**src/rtl/weighted_rr_arbiter_pkg.sv**
```systemverilog
// Shared types and helpers for the weighted round-robin arbiter.
package weighted_arb_pkg;

  typedef enum logic {
    IDLE = 1'b0,
    BUSY = 1'b1
  } arb_state_e;

  localparam int MAX_INPUTS = 32;
  localparam int MAX_ID_W   = 5;

  // Binary index of a one-hot vector; zero input maps to zero.
  function automatic logic [MAX_ID_W-1:0] onehot2bin(input logic [MAX_INPUTS-1:0] oh);
    logic [MAX_ID_W-1:0] bin;
    bin = '0;
    for (int i = 0; i < MAX_INPUTS; i++) begin
      if (oh[i]) bin |= MAX_ID_W'(i);
    end
    return bin;
  endfunction

endpackage

```
**src/rtl/weighted_rr_arbiter_if.sv**
```systemverilog
// Request/grant bundle between requesters and the weighted round-robin arbiter.
interface weighted_rr_arbiter_if #(
  parameter int NUM_INPUTS = 4,
  parameter int WEIGHT_W   = 4
);
  localparam int ID_W = $clog2(NUM_INPUTS);

  logic [NUM_INPUTS-1:0]          req;
  logic [NUM_INPUTS-1:0]          priv;
  logic [NUM_INPUTS*WEIGHT_W-1:0] weight;
  logic                           ready;
  logic [NUM_INPUTS-1:0]          grant;
  logic                           grant_vld;
  logic [ID_W-1:0]                grant_id;
  logic [WEIGHT_W-1:0]            credit_left;

  modport master (
    output req, priv, weight, ready,
    input  grant, grant_vld, grant_id, credit_left
  );

  modport slave (
    input  req, priv, weight, ready,
    output grant, grant_vld, grant_id, credit_left
  );

endinterface

```
**src/rtl/weighted_rr_arbiter_rr_pick.sv**
```systemverilog
// Rotating find-first: first set bit of req_i at or above the one-hot ptr_i, with wrap.
module arb_rr_pick #(
  parameter int NUM_INPUTS = 4
) (
  input  logic [NUM_INPUTS-1:0] req_i,
  input  logic [NUM_INPUTS-1:0] ptr_i,
  output logic [NUM_INPUTS-1:0] gnt_o,
  output logic                  vld_o
);

  logic [2*NUM_INPUTS-1:0] dbl_req;
  logic [2*NUM_INPUTS-1:0] dbl_gnt;

  // The borrow stops at the first request at/above ptr, or runs into the upper copy to wrap.
  assign dbl_req = {req_i, req_i};
  assign dbl_gnt = dbl_req & ~(dbl_req - {{NUM_INPUTS{1'b0}}, ptr_i});
  assign gnt_o   = dbl_gnt[NUM_INPUTS-1:0] | dbl_gnt[2*NUM_INPUTS-1:NUM_INPUTS];
  assign vld_o   = |req_i;

endmodule

```
**src/rtl/weighted_rr_arbiter.sv**
```systemverilog
// Weighted round-robin arbiter: registered grants held for up to weight beats,
// with privileged requests able to cut a non-privileged burst at a beat boundary.
module weighted_rr_arbiter
  import weighted_arb_pkg::*;
#(
  parameter int NUM_INPUTS = 4,
  parameter int WEIGHT_W   = 4
) (
  input logic                 clk,
  input logic                 reset,
  weighted_rr_arbiter_if.slave bus
);

  localparam int ID_W = $clog2(NUM_INPUTS);

  arb_state_e              state_q, state_d;
  logic [NUM_INPUTS-1:0]   grant_q, grant_d;
  logic [NUM_INPUTS-1:0]   ptr_q, ptr_d;
  logic [ID_W-1:0]         id_q, id_d;
  logic [WEIGHT_W-1:0]     credit_q, credit_d;

  logic                    beat, owner_req, owner_priv, other_priv, release_now;
  logic [NUM_INPUTS-1:0]   ptr_next, pick_ptr;
  logic [NUM_INPUTS-1:0]   priv_win, req_win, win;
  logic                    priv_vld, req_vld;
  logic [ID_W-1:0]         win_id;
  logic [WEIGHT_W-1:0]     win_weight;

  assign beat        = (state_q == BUSY) && bus.ready;
  assign owner_req   = |(bus.req & grant_q);
  assign owner_priv  = |(bus.priv & grant_q);
  assign other_priv  = |(bus.req & bus.priv & ~grant_q);
  assign release_now = (state_q == BUSY) &&
                       (!owner_req ||
                        (beat && credit_q == WEIGHT_W'(1)) ||
                        (beat && other_priv && !owner_priv));

  // The pointer is kept one-hot, so "owner + 1 mod N" is a rotate of the grant.
  assign ptr_next = {grant_q[NUM_INPUTS-2:0], grant_q[NUM_INPUTS-1]};
  assign pick_ptr = release_now ? ptr_next : ptr_q;

  arb_rr_pick #(.NUM_INPUTS(NUM_INPUTS)) u_pick_priv (
    .req_i (bus.req & bus.priv),
    .ptr_i (pick_ptr),
    .gnt_o (priv_win),
    .vld_o (priv_vld)
  );

  arb_rr_pick #(.NUM_INPUTS(NUM_INPUTS)) u_pick_req (
    .req_i (bus.req),
    .ptr_i (pick_ptr),
    .gnt_o (req_win),
    .vld_o (req_vld)
  );

  assign win        = priv_vld ? priv_win : req_win;
  assign win_id     = ID_W'(onehot2bin(MAX_INPUTS'(win)));
  assign win_weight = bus.weight[win_id*WEIGHT_W +: WEIGHT_W];

  always_comb begin
    state_d  = state_q;
    grant_d  = grant_q;
    ptr_d    = ptr_q;
    id_d     = id_q;
    credit_d = credit_q;
    if (state_q == BUSY && release_now) begin
      ptr_d    = ptr_next;
      state_d  = IDLE;
      grant_d  = '0;
      credit_d = '0;
    end else if (state_q == BUSY && beat) begin
      credit_d = credit_q - WEIGHT_W'(1);
    end
    // A fresh grant loads from IDLE or directly on release, so there is no idle bubble.
    if ((state_q == IDLE || release_now) && req_vld) begin
      state_d  = BUSY;
      grant_d  = win;
      id_d     = win_id;
      credit_d = (win_weight == '0) ? WEIGHT_W'(1) : win_weight;
    end
  end

  always_ff @(posedge clk) begin
    if (reset) begin
      state_q  <= IDLE;
      grant_q  <= '0;
      ptr_q    <= NUM_INPUTS'(1);
      id_q     <= '0;
      credit_q <= '0;
    end else begin
      state_q  <= state_d;
      grant_q  <= grant_d;
      ptr_q    <= ptr_d;
      id_q     <= id_d;
      credit_q <= credit_d;
    end
  end

  assign bus.grant       = grant_q;
  assign bus.grant_vld   = (state_q == BUSY);
  assign bus.grant_id    = id_q;
  assign bus.credit_left = credit_q;

endmodule

```
**src/flat_wrapper.sv**
```systemverilog
// flat-port wrapper written by rule: the top's interface ports become plain ports
module weighted_rr_arbiter_flat import weighted_arb_pkg::*;
#(
  parameter int NUM_INPUTS = 4,
  parameter int WEIGHT_W   = 4
)
  (clk, reset, bus_req, bus_priv, bus_weight, bus_ready, bus_grant, bus_grant_vld, bus_grant_id, bus_credit_left);
  weighted_rr_arbiter_if #(.NUM_INPUTS(NUM_INPUTS), .WEIGHT_W(WEIGHT_W)) bus_i ();
  input logic clk;
  input logic reset;
  input wire logic [$bits(bus_i.req)-1:0] bus_req;
  input wire logic [$bits(bus_i.priv)-1:0] bus_priv;
  input wire logic [$bits(bus_i.weight)-1:0] bus_weight;
  input wire logic [$bits(bus_i.ready)-1:0] bus_ready;
  output wire logic [$bits(bus_i.grant)-1:0] bus_grant;
  output wire logic [$bits(bus_i.grant_vld)-1:0] bus_grant_vld;
  output wire logic [$bits(bus_i.grant_id)-1:0] bus_grant_id;
  output wire logic [$bits(bus_i.credit_left)-1:0] bus_credit_left;
  assign bus_i.req = bus_req;
  assign bus_i.priv = bus_priv;
  assign bus_i.weight = bus_weight;
  assign bus_i.ready = bus_ready;
  assign bus_grant = bus_i.grant;
  assign bus_grant_vld = bus_i.grant_vld;
  assign bus_grant_id = bus_i.grant_id;
  assign bus_credit_left = bus_i.credit_left;
  weighted_rr_arbiter #(.NUM_INPUTS(NUM_INPUTS), .WEIGHT_W(WEIGHT_W)) u_core (.clk(clk), .reset(reset), .bus(bus_i));
endmodule
```
**config.mk**
```make
export PLATFORM = sky130hd
export DESIGN_NAME = weighted_rr_arbiter_flat
export DESIGN_NICKNAME = d
export VERILOG_FILES = /design/src/rtl/weighted_rr_arbiter_pkg.sv /design/src/rtl/weighted_rr_arbiter_if.sv /design/src/rtl/weighted_rr_arbiter_rr_pick.sv /design/src/rtl/weighted_rr_arbiter.sv /design/src/flat_wrapper.sv
export SDC_FILE = /design/constraint.sdc
export NUM_CORES = 1
export LEC_CHECK = 0
export ABC_AREA = 1
export BUFFER_PORTS_ARGS = -buffer_cell sky130_fd_sc_hd__buf_4
export CELL_PAD_IN_SITES_DETAIL_PLACEMENT = 1
export CELL_PAD_IN_SITES_GLOBAL_PLACEMENT = 1
export CORE_ASPECT_RATIO = 0.8
export CORE_MARGIN = 8
export CORE_UTILIZATION = 30
export CTS_CLUSTER_SIZE = 40
export DETAILED_ROUTE_END_ITERATION = 10
export PLACE_DENSITY_LB_ADDON = 0.1
export SYNTH_ARGS = -nofsm -noshare
export SYNTH_HDL_FRONTEND = slang
export SYNTH_SLANG_ARGS = --single-unit
```
**constraint.sdc**
```tcl
create_clock -name clk -period 8.4 [get_ports clk]
set_clock_uncertainty 0.2 [all_clocks]
set_input_delay 0.42 -clock clk [delete_from_list [all_inputs] [get_ports clk]]
set_output_delay 0.42 -clock clk [all_outputs]
set_load 0.1 [all_outputs]
```
# --- Yosys cells after proc, flatten, opt, wreduce, memory -nomap -nowiden ---
# Index checks and enable logic that the tools add are counted.
op_classes:
  add_sub_neg: 3
  n_eq_ne: 1
  shifts: 1
  n_mux: 13
  bitwise_logic: 12
  reduce_logical: 21
ops:
  columns: ["cell", "count"]
  rows:
  - ["$mux 4", 8]
  - ["$reduce_or 4->1", 5]
  - ["$and 4x4->4", 4]
  - ["$and 8x8->8", 2]
  - ["$not 8->8", 2]
  - ["$shiftx 16x5->4", 1]
  - ["$sub 8x4->8", 2]
  - ["$logic_and 1x1->1", 8]
  - ["$or 4x4->4", 2]
  - ["$eq 4x1->1 const B", 1]
  - ["$logic_not 4->1", 1]
  - ["$mux 2", 2]
  - ["$not 4->4", 1]
  - ["$sub 4x1->4 const B", 1]
  - ["$logic_or 1x1->1", 3]
  - ["$mux 1", 3]
  - ["$reduce_bool 3->1", 1]
  - ["$logic_not 1->1", 2]
  - ["$reduce_bool 2->1", 1]
  - ["$not 1->1", 1]
word_totals:
  reg_bits: 15
  out_inout_bits: 11
  word_cells: 56

# --- Depth between registers and ports, before layout ---
# Gate-level depths: netlist (run 1).
logic_depth:
  depth_word: 20
  depth_mapped: 29
  mapped_depth_nobuf: 29

# --- Hierarchy ---
# From an unflattened synthesis (run 1), not the netlist that was laid out.
hier_totals:
  hier_cells: 271
  hier_area_um2: 1537.7
by_module_without_submodules:
  columns: ["mod", "n_inst", "cells_each", "area_each_um2", "seq_area_each_um2"]
  rows:
  - ["weighted_rr_arbiter", 1, 183, 1062.3, 300.3]
  - ["arb_rr_pick (u_core.u_pick_req)", 1, 44, 241.5, 0.0]
  - ["arb_rr_pick (u_core.u_pick_priv)", 1, 44, 234.0, 0.0]

# --- Worst setup path after synthesis (run 1) ---
# OpenSTA, ideal clock, no wires.
synth_path:
  path_kind: "flip-flop to flip-flop"
  start: "register u_core.credit_q[1], in the netlist u_core.bus.credit_left[1]"
  end: "register u_core.credit_q[0], in the netlist u_core.bus.credit_left[0]"
  setup_ns: 0.069
  arrival_time_ns: 3.955
  setup_slack_ns: 4.176
  path_stages_with_launch: 26
  path_buffers: 0
  period_less_slack_ns: 4.224
  cell_sequence: "dfxtp_1 inv_1 ha_1 nand2_1 nor3_1 nor2_1 nand2_4 nand2_2 inv_1 or2_2 o21ai_0 inv_1 fa_1 o21ai_2 nand2_1 nand3_1 nand2_1 nand2_1 nand3b_4 inv_2 nand2_1 nand2_1 nand3_1 nand2_1 nand2_1 a21oi_2"
synth_via:
  elab_chain_cells: 18
synth_rtl:
  columns: ["item", "line", "text"]
  rows:
  - ["from (decl)", "weighted_rr_arbiter.sv:20", "logic [WEIGHT_W-1:0] credit_q, credit_d;"]
  - ["from (signal assigned)", "weighted_rr_arbiter.sv:95", "credit_q <= credit_d;"]
  - ["$eq 4x1->1 (*)", "weighted_rr_arbiter.sv:35", "(beat && credit_q == WEIGHT_W'(1)) ||"]
  - ["$logic_and 1x1->1 (*)", "weighted_rr_arbiter.sv:35", null]
  - ["$logic_or 1x1->1 (*)", "weighted_rr_arbiter.sv:34", "(!owner_req ||"]
  - ["$logic_or 1x1->1 (*)", "weighted_rr_arbiter.sv:35", null]
  - ["$logic_and 1x1->1 (*)", "weighted_rr_arbiter.sv:33", "assign release_now = (state_q == BUSY) &&"]
  - ["$mux 4", "weighted_rr_arbiter.sv:40", "assign pick_ptr = release_now ? ptr_next : ptr_q;"]
  - ["$sub 8x4->8", "weighted_rr_arbiter_rr_pick.sv:16", "assign dbl_gnt = dbl_req & ~(dbl_req - {{NUM_INPUTS{1'b0}}, ptr_i});"]
  - ["$not 8->8", "weighted_rr_arbiter_rr_pick.sv:16", null]
  - ["$and 8x8->8", "weighted_rr_arbiter_rr_pick.sv:16", null]
  - ["$or 4x4->4", "weighted_rr_arbiter_rr_pick.sv:17", "assign gnt_o = dbl_gnt[NUM_INPUTS-1:0] | dbl_gnt[2*NUM_INPUTS-1:NUM_INPUTS];"]
  - ["$mux 4", "weighted_rr_arbiter.sv:56", "assign win = priv_vld ? priv_win : req_win;"]
  - ["$mux 1", "weighted_rr_arbiter_pkg.sv:17", "if (oh[i]) bin |= MAX_ID_W'(i);"]
  - ["$mux 2 (2 in series)", "weighted_rr_arbiter_pkg.sv:17", null]
  - ["$shiftx 16x5->4", "weighted_rr_arbiter.sv:58", "assign win_weight = bus.weight[win_id*WEIGHT_W +: WEIGHT_W];"]
  - ["$logic_not 4->1", "weighted_rr_arbiter.sv:79", "credit_d = (win_weight == '0) ? WEIGHT_W'(1) : win_weight;"]
  - ["$mux 4", "weighted_rr_arbiter.sv:79", null]
  - ["$mux 4", "weighted_rr_arbiter.sv:75", "if ((state_q == IDLE || release_now) && req_vld) begin"]
# Every way passes the cells marked *; elsewhere a longest branch is shown, timed or not.
# A chain may end at the register's enable or synchronous reset.

# --- Worst setup path after layout (run 1) ---
# Ends and elaborated chain as after synthesis.

==> results of run 1 <==
-- per-stage QoR --
step           worst slack, ns  instances  hold WS (ns)
6_report                  4.54        349         0.222
5_1_grt                   4.10        349         0.219
4_1_cts                   4.47        349         0.215
3_5_place_dp              4.43        345         0.295
3_3_place_gp              4.52        345         0.281
2_1_floorplan             4.18        248         0.288
-- state kept, by name (all words and copies together) (netlist names) --
register and cells:
u_core.bus.credit_left 4, u_core.ptr_q 4, u_core.bus.grant_vld 1, u_core.bus.grant_id 2
u_core.bus.grant 4
-- layer usage --
metal | global-route usage (%) | vias up | wire, microns
met2 | 20.9 | 26 | 2100
li1 | - | 870 | -
met3 | 1.88 | 5 | 207
met1 | 21.1 | 761 | 2790
met4 | 2.76 | 0 | 38
met5 | 0 | - | 0
-- cell type report --
| class | instances | area, sq um | area share [%] |
|---|---|---|---|
| multi-input cells | 193 | 1070 | 56.0 |
| flip-flops and latches | 15 | 300 | 15.7 |
| repair buffers | 37 | 278 | 14.5 |
| inverters | 38 | 143 | 7.44 |
| well taps | 62 | 77.6 | 4.04 |
| clock buffers | 3 | 41.3 | 2.15 |
| clock inverters | 1 | 5.00 | 0.261 |
-- power breakdown --
part | leakage, nW | switching, W | total, W | internal, W
Sequential | 0.124 | 0.0000140 | 0.0000973 | 0.0000833
Combinational | 0.919 | 0.000187 | 0.000264 | 0.0000771
Clock | 0.0255 | 0.0000266 | 0.0000596 | 0.0000329
Total | 1.07 | 0.000227 | 0.000421 | 0.000193
-- worst max path at each step --
stage / endpoint / cells past startpoint / start / slack [ns]
CTS: u_core.bus.credit_left[0] / 25 / u_core.bus.credit_left[1] / 4.47
finish: u_core.bus.credit_left[0] / 25 / u_core.bus.credit_left[1] / 4.54
floorplan: u_core.bus.credit_left[0] / 25 / u_core.bus.credit_left[1] / 4.18
detailed placement: u_core.bus.credit_left[0] / 26 / bus_req[0] / 4.43
global route: u_core.bus.credit_left[0] / 21 / u_core.bus.grant_vld / 4.10
global placement: u_core.bus.credit_left[0] / 25 / bus_req[0] / 4.52
-- placed cells by master, fill, tap and decap left out --
| cell type | netlist | final |
|---|---|---|
| clkbuf_8 | 0 | 3 |
| xor2_1 | 2 | 2 |
| inv_2 | 2 | 2 |
| clkinv_2 | 0 | 1 |
| o21ai_2 | 1 | 1 |
| o211ai_1 | 1 | 1 |
| ha_1 | 6 | 6 |
| or2_0 | 2 | 2 |
| a31oi_1 | 3 | 3 |
| dfxtp_1 | 15 | 15 |
| nor3_1 | 5 | 5 |
| nand2_4 | 4 | 4 |
| buf_4 | 0 | 37 |
| nand2_2 | 10 | 10 |
| nor2_1 | 12 | 12 |
| nand2_1 | 79 | 79 |
| fa_1 | 2 | 2 |
| or2_2 | 2 | 2 |
| nor2_8 | 1 | 1 |
| a21oi_2 | 1 | 1 |
| mux2i_1 | 1 | 1 |
| nand3_1 | 30 | 30 |
| inv_1 | 36 | 36 |
| a21oi_1 | 12 | 12 |
| o21ai_0 | 9 | 9 |
| nor4_1 | 1 | 1 |
| nand3b_4 | 1 | 1 |
| a21oi_4 | 1 | 1 |
| nand3_2 | 7 | 7 |
-- kinds of logic (layout without fill, tap and decap cells) --
logic type | count (synthesis) | in the layout | synth area share [%]
flops | 15 | 15 | 19.7
compound gates | 28 | 28 | 10.8
mux | 1 | 1 | 0.656
simple gates | 154 | 154 | 50.2
xor+xnor | 2 | 2 | 1.15
buf+inv | 40 | 79 | 9.93
fa+ha+maj | 8 | 8 | 7.55
==> summary.md, run 1 <==
| Metric | Value |
|---|---|
| Outcome | finished, final reports clean |
| Core area | 0.00495 sq mm |
| Synth unique cells | 28 |
| Total Routed Length | 5140 microns |
| Final Net Count | 323 |
| Post-Syn Area | 0.00153 sq mm |
| Worst EP required | 8.39 ns |
| CP Buf/Inv Count | 4 |
| DIE HEIGHT | 79.8 microns |
| Final core occ | 38.8% |
| Total chip power | 0.000421 W |
| Iteration-0 DRC Markers | 76 |
| Top_reg_cell synth | dfxtp_1 |
| Max incr delay on CP | 0.48 ns |
| Setup Fix Bufs, Post-CTS | 0 |
| Register area share after synthesis | 19.7% |
| Hold Violations, Final | 0 |
| Min-delay worst type | in -> reg |
| Filler Cell Count | 683 |
| Grt ovf | 0 |
| Crit share post-route | 45.9% |
| Worst Reg-to-Reg Cells | 25 |
| Total GRT Usage | 14.2% |
| VDD IR max | 0.0971 mV |
| EDFF count, synth | 0 |
| Register bit total from synthesis | 15 |
| Slew @ Worst Pin | 0.727 ns |
| PortBufs | 37 |
| Leak Pwr | 1.07 nW |
| Worst hold path depth | 2 |
| Clock Path Buffers | 2 |
| Final TNS setup | 0 ns |
| FMAX | 259 MHz |
| Yosys warns | 0 |
| Post-synthesis cell count | 248 |
| Sinks on Clock Net | 15 |
| Post-DRT Antenna Nets | 0 |
| Largest net degree at the start of global routing | 12 |
| Mean post-synth cell area | 6.15 sq um |
| Area Overhead vs Synth | 25.8% |
| Slew Viols, Final | 0 |
| Worst Hold End | u_core.ptr_q[2] |
| Post-synth top cells | 79 x nand2_1, 36 x inv_1, 30 x nand3_1 |
| Max-capacitance violation count | 0 |
| Start of the worst register-to-register path | u_core.bus.credit_left[1] |
| Mapped Nets | 283 |
| Post-synth top area share | 19.7% |
| DR vias | 1,662 |
| DRC Markers | 0 |
| Internal reg-to-reg setup slack | 4.54 ns |
| CTS resizes | 0 |
| First-pass GRT wire length | 8830 microns |
| Leading area contributor after synthesis | dfxtp_1 |
| Critical Path Source Type | flop |
| H-tree depth | 1 |
| Clock transition at path regs | 0.07 ns |
| Crit end category | flop |
| Via/cell ratio | 4.76 |
| WS Path Type | reg -> reg |
| Final setup violation count | 0 |
| Skew-Pair Late Insertion Delay | 0.25 ns |
| Hold path start | reset |
| Drt first pass iters | 4 |
| CTS tree | built |
| Post-synth ARST share | 0% |
| Num CTS Buffers | 3 |
| HPWL Detailed | 4410 microns |
| Delay-heaviest family, CP | simple AND/OR/NAND/NOR gates |
| Post-DP Area | 0.00187 sq mm |
| R2r endpoint | u_core.bus.credit_left[0] |
| Slowest cell on the critical path | fa_1 |
| Die width | 95.7 microns |
| Area contributors post-synth | dfxtp_1 20%, nand2_1 19%, nand3_1 9.8% |
| Starting density of the core | 30.8% |
| Die area | 0.00764 sq mm |
| Hold buffer count at cts | 0 |
| # IOs | 38 |
| Final instance area | 0.00192 sq mm |
| Top-count cell post-synth | nand2_1 |
| Power per Cell Area | 219 mW/mm^2 |
| Arr. time, crit path | 3.85 ns |
| Max-Slew Margin vs Limit | 51.0% |
| Diode count | 0 |
| Most frequent cell on the critical path | nand2_1 |
| Std cell rows | 23 |
| GPL Wtd Cong | 0.871 |
| RSZ-0062 raised after global routing | false |
| Clock root buffer | clkbuf_8 |
| Vias in the first global route | 1,784 |
| Initial antenna violation count | 0 |
| Crit path max fanout | 5 |
| Share of cells above drive strength 1 | 24.7% |
| Wire per inst | 14.7 microns |
| Shortest period the worst path allows | 3.86 ns |
Note: power is estimated with default switching activity, not from simulation.
==> inputs of run 2 (changes only) <==
==> constraint.sdc (replaced) <==
create_clock -name clk -period 3.4 [get_ports clk]
set_clock_uncertainty 0.2 [all_clocks]
set_input_delay 0.17 -clock clk [delete_from_list [all_inputs] [get_ports clk]]
set_output_delay 0.17 -clock clk [all_outputs]
set_load 0.1 [all_outputs]
==> summary.md, run 2 (same netlist as run 1, synthesis figures left out) <==
| Metric | Value |
|---|---|
| Outcome | finished, final reports clean |
| Worst path cell trace | inv_4, ha_4, nand2_4, nor3_4, nor2_2, nand2_4, nand2_8, buf_6, o21ai_4, buf_6, fa_2, or2_4, nand2_4, nor2_8, buf_6, nand3_2, nand3_2, nand2_1, nand3_1, nand2_1, nand2_1, a21oi_2 |
| CP Buf/Inv Count | 4 (unchanged) |
| DRC Markers | 0 (unchanged) |
| GPL Wtd Cong | 0.874 (+0.32%) |
| Hold path start | bus_req[2] |
| Max incr delay on CP | 0.42 ns (-0.06 ns) |
| Crit share post-route | 99.0% (+53 points) |
| Delay-heaviest family, CP | simple AND/OR/NAND/NOR gates |
| Worst hold path depth | 3 (+1) |
| Starting density of the core | 30.8% (unchanged) |
| Shortest period the worst path allows | 3.37 ns (-0.491 ns) |
| Clock Path Buffers | 2 (unchanged) |
| Area Overhead vs Synth | 51.8% |
| Min setup slack post-route | 0.0331 ns (-4.51 ns) |
| Die area | 0.00764 sq mm (unchanged) |
| Drt first pass iters | 4 (unchanged) |
| Clock root buffer | clkbuf_8 |
| Net Sw Frac | 52.2% (-1.8 points) |
| Sequential power share | 20.8% (-2.3 points) |
| Power per Cell Area | 524 mW/mm^2 (+140%) |
| Max-Slew Margin vs Limit | 79.0% (+28 points) |
| DR vias | 1,792 (+7.8%) |
| Arr. time, crit path | 3.34 ns (-0.51 ns) |
| RSZ-0062 raised after global routing | true |
| Num CTS Buffers | 3 (unchanged) |
| PortBufs | 37 (unchanged) |
| Post-DRT Antenna Nets | 0 (unchanged) |
| VDD IR max | 0.293 mV (+200%) |
| Most common cell after layout, fill and taps aside | nand2_1 |
| Internal | 0.000579 W (+200%) |
| Std cell rows | 23 (unchanged) |
| Core area | 0.00495 sq mm (unchanged) |
| DIE HEIGHT | 79.8 microns (unchanged) |
| Final setup violation count | 0 (unchanged) |
| Critical Path Source Type | flop |
| Vias in the first global route | 1,803 (+1.1%) |
| Iteration-0 DRC Markers | 49 (-36%) |
| Crit end category | flop |
| # IOs | 38 (unchanged) |
| Clock transition at path regs | 0.06 ns (about the same) |
| Via/cell ratio | 4.82 (+1.2%) |
| First-pass GRT wire length | 9160 microns (+3.8%) |
| Worst Reg-to-Reg Cells | 22 (-12%) |
| Skew-Pair Late Insertion Delay | 0.24 ns (about the same) |
| Crit path max fanout | 6 (+1) |
| Largest net degree at the start of global routing | 12 (unchanged) |
| Wire per inst | 15.5 microns (+5.1%) |
| Finished Layout Cells | 372 (+6.6%) |
| R2r endpoint | u_core.bus.credit_left[0] |
| Clock share of power | 11.8% (-2.4 points) |
| FMAX | 297 MHz (+15%) |
| Die width | 95.7 microns (unchanged) |
| Hold Violations, Final | 0 (unchanged) |
| Grt ovf | 0 (unchanged) |
| Min-delay worst type | in -> reg |
| Initial antenna violation count | 0 (unchanged) |
| Total GRT Usage | 14.9% (+0.76 points) |
| Slowest cell on the critical path | fa_2 |
| H-tree depth | 1 (unchanged) |
| Logic pwr share | 67.4% (+4.7 points) |
| Share of cells above drive strength 1 | 43.5% (+19 points) |
| Worst EP required | 3.37 ns (-5.02 ns) |
| Sinks on Clock Net | 15 (unchanged) |
| HPWL Detailed | 4590 microns (+4.0%) |
| CTS tree | built |
| Worst Hold End | u_core.bus.grant_vld |
| Diode count | 0 (unchanged) |
| Pre-CTS setup slack | -0.0233 ns (-4.45 ns) |
| Slew @ Worst Pin | 0.311 ns (-0.416 ns) |
| Final Net Count | 346 (+7.1%) |
| Leak Pwr | 1.21 nW (+13%) |
| Psw | 0.000633 W (+180%) |
| Max-capacitance violation count | 0 (unchanged) |
| Start of the worst register-to-register path | u_core.bus.credit_left[1] |
| Total Routed Length | 5760 microns (+12%) |
| Commonest cells after routing, fill and taps aside | 64 x nand2_1, 55 x buf_4, 32 x inv_1 |
| Inst Count DP | 354 (+2.6%) |
| Internal reg-to-reg setup slack | 0.03 ns (-4.51 ns) |
| Total chip power | 0.00121 W (+190%) |
| Slew Viols, Final | 0 (unchanged) |
| WS Path Type | reg -> reg |
run 2: changes by cell type in the layout (fill, tap and decap cells not counted), sizes merged:
cell         change
buf             +21
clkbuf           +1
clkinv           -1
dlygate4sd3      +1
nand2            +1
run 2: layout make-up:
cell class / instances / area (sq um)
clock buffers: 4 / 45.0
fillers: 648 / 2640
inverters: 38 / 150
multi-input cells: 194 / 1270
flip-flops and latches: 15 / 319
well taps: 62 / 77.6
repair buffers: 59 / 457
run 2: layer usage:
layer	vias up	share of wire [%]	GRT usage [%]
met5	-	0	0
met4	0	0.54	3.22
met3	2	3.0	2.26
met2	24	45	22.6
met1	847	51	21.5
li1	919	-	-
run 2: what timing repair did:
item                                   in CTS  in global routing
buffers inserted                            1                 11
pin swaps                                   1                 27
resized for setup                           2                 45
cloned                                      0                  1
hold buffers                                1                  0
setup endpoints to repair                   1                  4
endpoints found under the hold margin       9                  0
run 2: worst max path at each step:
stage                         startpoint                        end  slack, ns  cells after the start
2_1_floorplan  u_core.bus.credit_left[1]  u_core.bus.credit_left[0]       0.05                     24
3_3_place_gp   u_core.bus.credit_left[1]  u_core.bus.credit_left[0]       0.02                     27
3_5_place_dp   u_core.bus.credit_left[1]  u_core.bus.credit_left[0]      -0.02                     24
4_1_cts        u_core.bus.credit_left[1]  u_core.bus.credit_left[0]       0.05                     24
5_1_grt        u_core.bus.credit_left[1]  u_core.bus.credit_left[0]      -0.13                     26
6_report       u_core.bus.credit_left[1]  u_core.bus.credit_left[0]       0.03                     22
run 2: worst reg2reg max path, cell delays in order, from the launching register on:
cell	delay [ns]
dfxtp_4	0.36
inv_4	0.06
ha_4	0.12
nand2_4	0.04
nor3_4	0.19
nor2_2	0.09
nand2_4	0.11
nand2_8	0.08
buf_6	0.13
o21ai_4	0.27
buf_6	0.15
fa_2	0.42
or2_4	0.25
nand2_4	0.08
nor2_8	0.05
buf_6	0.13
nand3_2	0.08
nand3_2	0.08
nand2_1	0.07
nand3_1	0.07
nand2_1	0.07
nand2_1	0.06
a21oi_2	0.13
run 2: power groups by stage:
stage	Combinational, W	Sequential [W]	Clock [W]
after floorplan	0.000331	0.000423	0
after global placement	0.000676	0.000251	0
after detailed placement	0.000681	0.000250	0
after CTS	0.000692	0.000248	0.000149
after global routing	0.000887	0.000257	0.000158
final	0.000817	0.000252	0.000143
run 2: metrics by stage:
step,TNS (ns),util (%),hold slack [ns],instance area (sq um)
global route,-0.289,46.8,0.0918,2310
detailed placement,-0.0233,40.1,0.221,1980
floorplan,0,-,0.136,1570
CTS,0,41.5,0.0753,2050
global placement,0,40.1,0.219,1980
finish,0,46.8,0.0833,2310
==> inputs of run 3 (changes only) <==
==> constraint.sdc (replaced) <==
create_clock -name clk -period 3.4 [get_ports clk]
set_clock_uncertainty 0.2 [all_clocks]
set_input_delay 0.17 -clock clk [delete_from_list [all_inputs] [get_ports clk]]
set_output_delay 0.17 -clock clk [all_outputs]
set_load 0.01 [all_outputs]
==> summary.md, run 3 (same netlist as run 1, synthesis figures left out) <==
| Metric | Value |
|---|---|
| Clock Path Buffers | 2 (unchanged) |
| Slew @ Worst Pin | 0.347 ns (+0.0356 ns) |
| Grt ovf | 0 (unchanged) |
| GPL Wtd Cong | 0.897 (+2.7%) |
| Starting density of the core | 30.8% (unchanged) |
| Share of cells above drive strength 1 | 44.4% (+0.90 points) |
| Total chip power | 0.00111 W (-8.5%) |
| Power per Cell Area | 453 mW/mm^2 (-13%) |
| Wire per inst | 15.7 microns (+1.2%) |
| Via/cell ratio | 4.81 (-0.13%) |
| Area Overhead vs Synth | 60.5% |
| Outcome | finished, final reports clean |
| Diode count | 0 (unchanged) |
| Vias in the first global route | 1,866 (+3.5%) |
| Initial antenna violation count | 0 (unchanged) |
| PortBufs | 37 (unchanged) |
| DRC Markers | 0 (unchanged) |
| Num CTS Buffers | 3 (unchanged) |
| WS Path Type | reg -> reg |
| Slew Viols, Final | 0 (unchanged) |
| Total GRT Usage | 15.1% (+0.23 points) |
| Final Net Count | 360 (+4.0%) |
| Iteration-0 DRC Markers | 83 (+69%) |
| Most common cell after layout, fill and taps aside | buf_4 |
| Max-capacitance violation count | 0 (unchanged) |
| Critical Path Source Type | flop |
| Clock transition at path regs | 0.07 ns (about the same) |
| Total Routed Length | 6050 microns (+5.1%) |
| CTS tree | built |
| Largest net degree at the start of global routing | 12 (unchanged) |
| H-tree depth | 1 (unchanged) |
| Hold Violations, Final | 0 (unchanged) |
| Crit end category | flop |
| Min-delay worst type | in -> reg |
| Pre-CTS setup slack | -0.142 ns (-0.119 ns) |
| HPWL Detailed | 4730 microns (+3.1%) |
| Core area | 0.00495 sq mm (unchanged) |
| Post-DRT Antenna Nets | 0 (unchanged) |
| Crit share post-route | 97.2% (-1.8 points) |
| Arr. time, crit path | 3.29 ns (-0.05 ns) |
| Leak Pwr | 1.29 nW (+6.5%) |
| # IOs | 38 (unchanged) |
| Std cell rows | 23 (unchanged) |
| Filler Cell Count | 662 (+2.2%) |
| Max-Slew Margin vs Limit | 76.9% (-2.2 points) |
| RSZ-0062 raised after global routing | true |
| Crit path max fanout | 5 (-1) |
| Sinks on Clock Net | 15 (unchanged) |
| Die area | 0.00764 sq mm (unchanged) |
| First-pass GRT wire length | 9260 microns (+1.0%) |
| Commonest cells after routing, fill and taps aside | 69 x buf_4, 68 x nand2_1, 34 x inv_1 |
| Min setup slack post-route | 0.0953 ns (+0.0622 ns) |
| Die width | 95.7 microns (unchanged) |
| Worst EP required | 3.38 ns (about the same) |
| FMAX | 303 MHz (+1.9%) |
| Drt first pass iters | 4 (unchanged) |
| DIE HEIGHT | 79.8 microns (unchanged) |
| Final setup violation count | 0 (unchanged) |
| DR vias | 1,857 (+3.6%) |
| Skew-Pair Late Insertion Delay | 0.25 ns (about the same) |
| Clock root buffer | clkbuf_8 |
| VDD IR max | 0.178 mV (-39%) |
| Shortest period the worst path allows | 3.30 ns (-0.0622 ns) |
==> run 3: cell count changes in the layout (fill, tap and decap cells not counted), sizes merged <==
cell	before	now
buf	58	73
clkbuf	4	3
clkinv	0	1
nand2	94	93
==> run 3: area by class of cell <==
type | count | area (sq um) | share of cell area [%]
flip-flops and latches | 15 | 310 | 12.7
clock buffers | 3 | 41.3 | 1.69
repair buffers | 74 | 573 | 23.4
well taps | 62 | 77.6 | 3.17
multi-input cells | 193 | 1290 | 52.7
inverters | 38 | 150 | 6.13
clock inverters | 1 | 5.00 | 0.204
==> run 3: what timing repair did <==
item                       4_1_cts  5_1_grt
gates resized for setup         17       42
hold endpoints to repair         9        0
pin swaps                        9       19
setup endpoints to repair        4        5
hold buffers                     1        0
setup buffers                    5        5
==> run 3: power by group <==
| part | switching, W | total (W) | internal [W] |
|---|---|---|---|
| combinational | 0.000397 | 0.000723 | 0.000326 |
| sequential | 0.0000282 | 0.000237 | 0.000208 |
| clock | 0.0000687 | 0.000150 | 0.0000813 |
==> run 3: final timing paths <==
| kind | from | to | slack (ns) | cells after the start |
|---|---|---|---|---|
| max | u_core.bus.credit_left[1] | u_core.bus.credit_left[3] | 0.1 | 23 |
| min | bus_req[3] | u_core.bus.grant_vld | 0.06 | 3 |
| max reg2reg | u_core.bus.credit_left[1] | u_core.bus.credit_left[3] | 0.1 | 23 |
| min reg2reg | u_core.bus.grant_id[1] | u_core.bus.grant_id[1] | 0.30 | 2 |
==> run 3: metal layers <==
| layer | vias to the layer above | global-route usage [%] | share of wire [%] |
|---|---|---|---|
| li1 | 942 | - | - |
| met1 | 879 | 22.8 | 50 |
| met2 | 31 | 22.0 | 46 |
| met3 | 5 | 2.16 | 3.3 |
| met4 | 0 | 2.76 | 0.74 |
| met5 | - | 0 | 0 |
==> run 3: metrics by stage <==
stage                     instances  instance area, sq um  setup TNS (ns)  util (%)  hold WS, ns
after floorplan                 248                  1530               0         -        0.143
after global placement          371                  2070          -0.365      41.8        0.237
after detailed placement        371                  2070          -0.478      41.8        0.242
after CTS                       381                  2230               0      45.0       0.0711
after global routing            386                  2450          -0.277      49.4       0.0799
final                           386                  2450               0      49.4       0.0646
==> run 3: critical path, cell delays in order (launching register included) <==
cell and delay [ns]:
dfxtp_2 0.33, inv_2 0.08, ha_4 0.14, nand2_4 0.05, nor3_4 0.19, nor2_4 0.07
nand2_4 0.08, buf_4 0.10, buf_4 0.12, nand3_4 0.08, buf_4 0.15, nand3_2 0.09
inv_1 0.06, fa_2 0.36, o21ai_2 0.16, nand2_1 0.06, nand3_1 0.07, nand2_1 0.07
nand2_2 0.09, nand3b_4 0.15, nand3_1 0.18, buf_4 0.12, nand3_1 0.10, a31oi_1 0.14
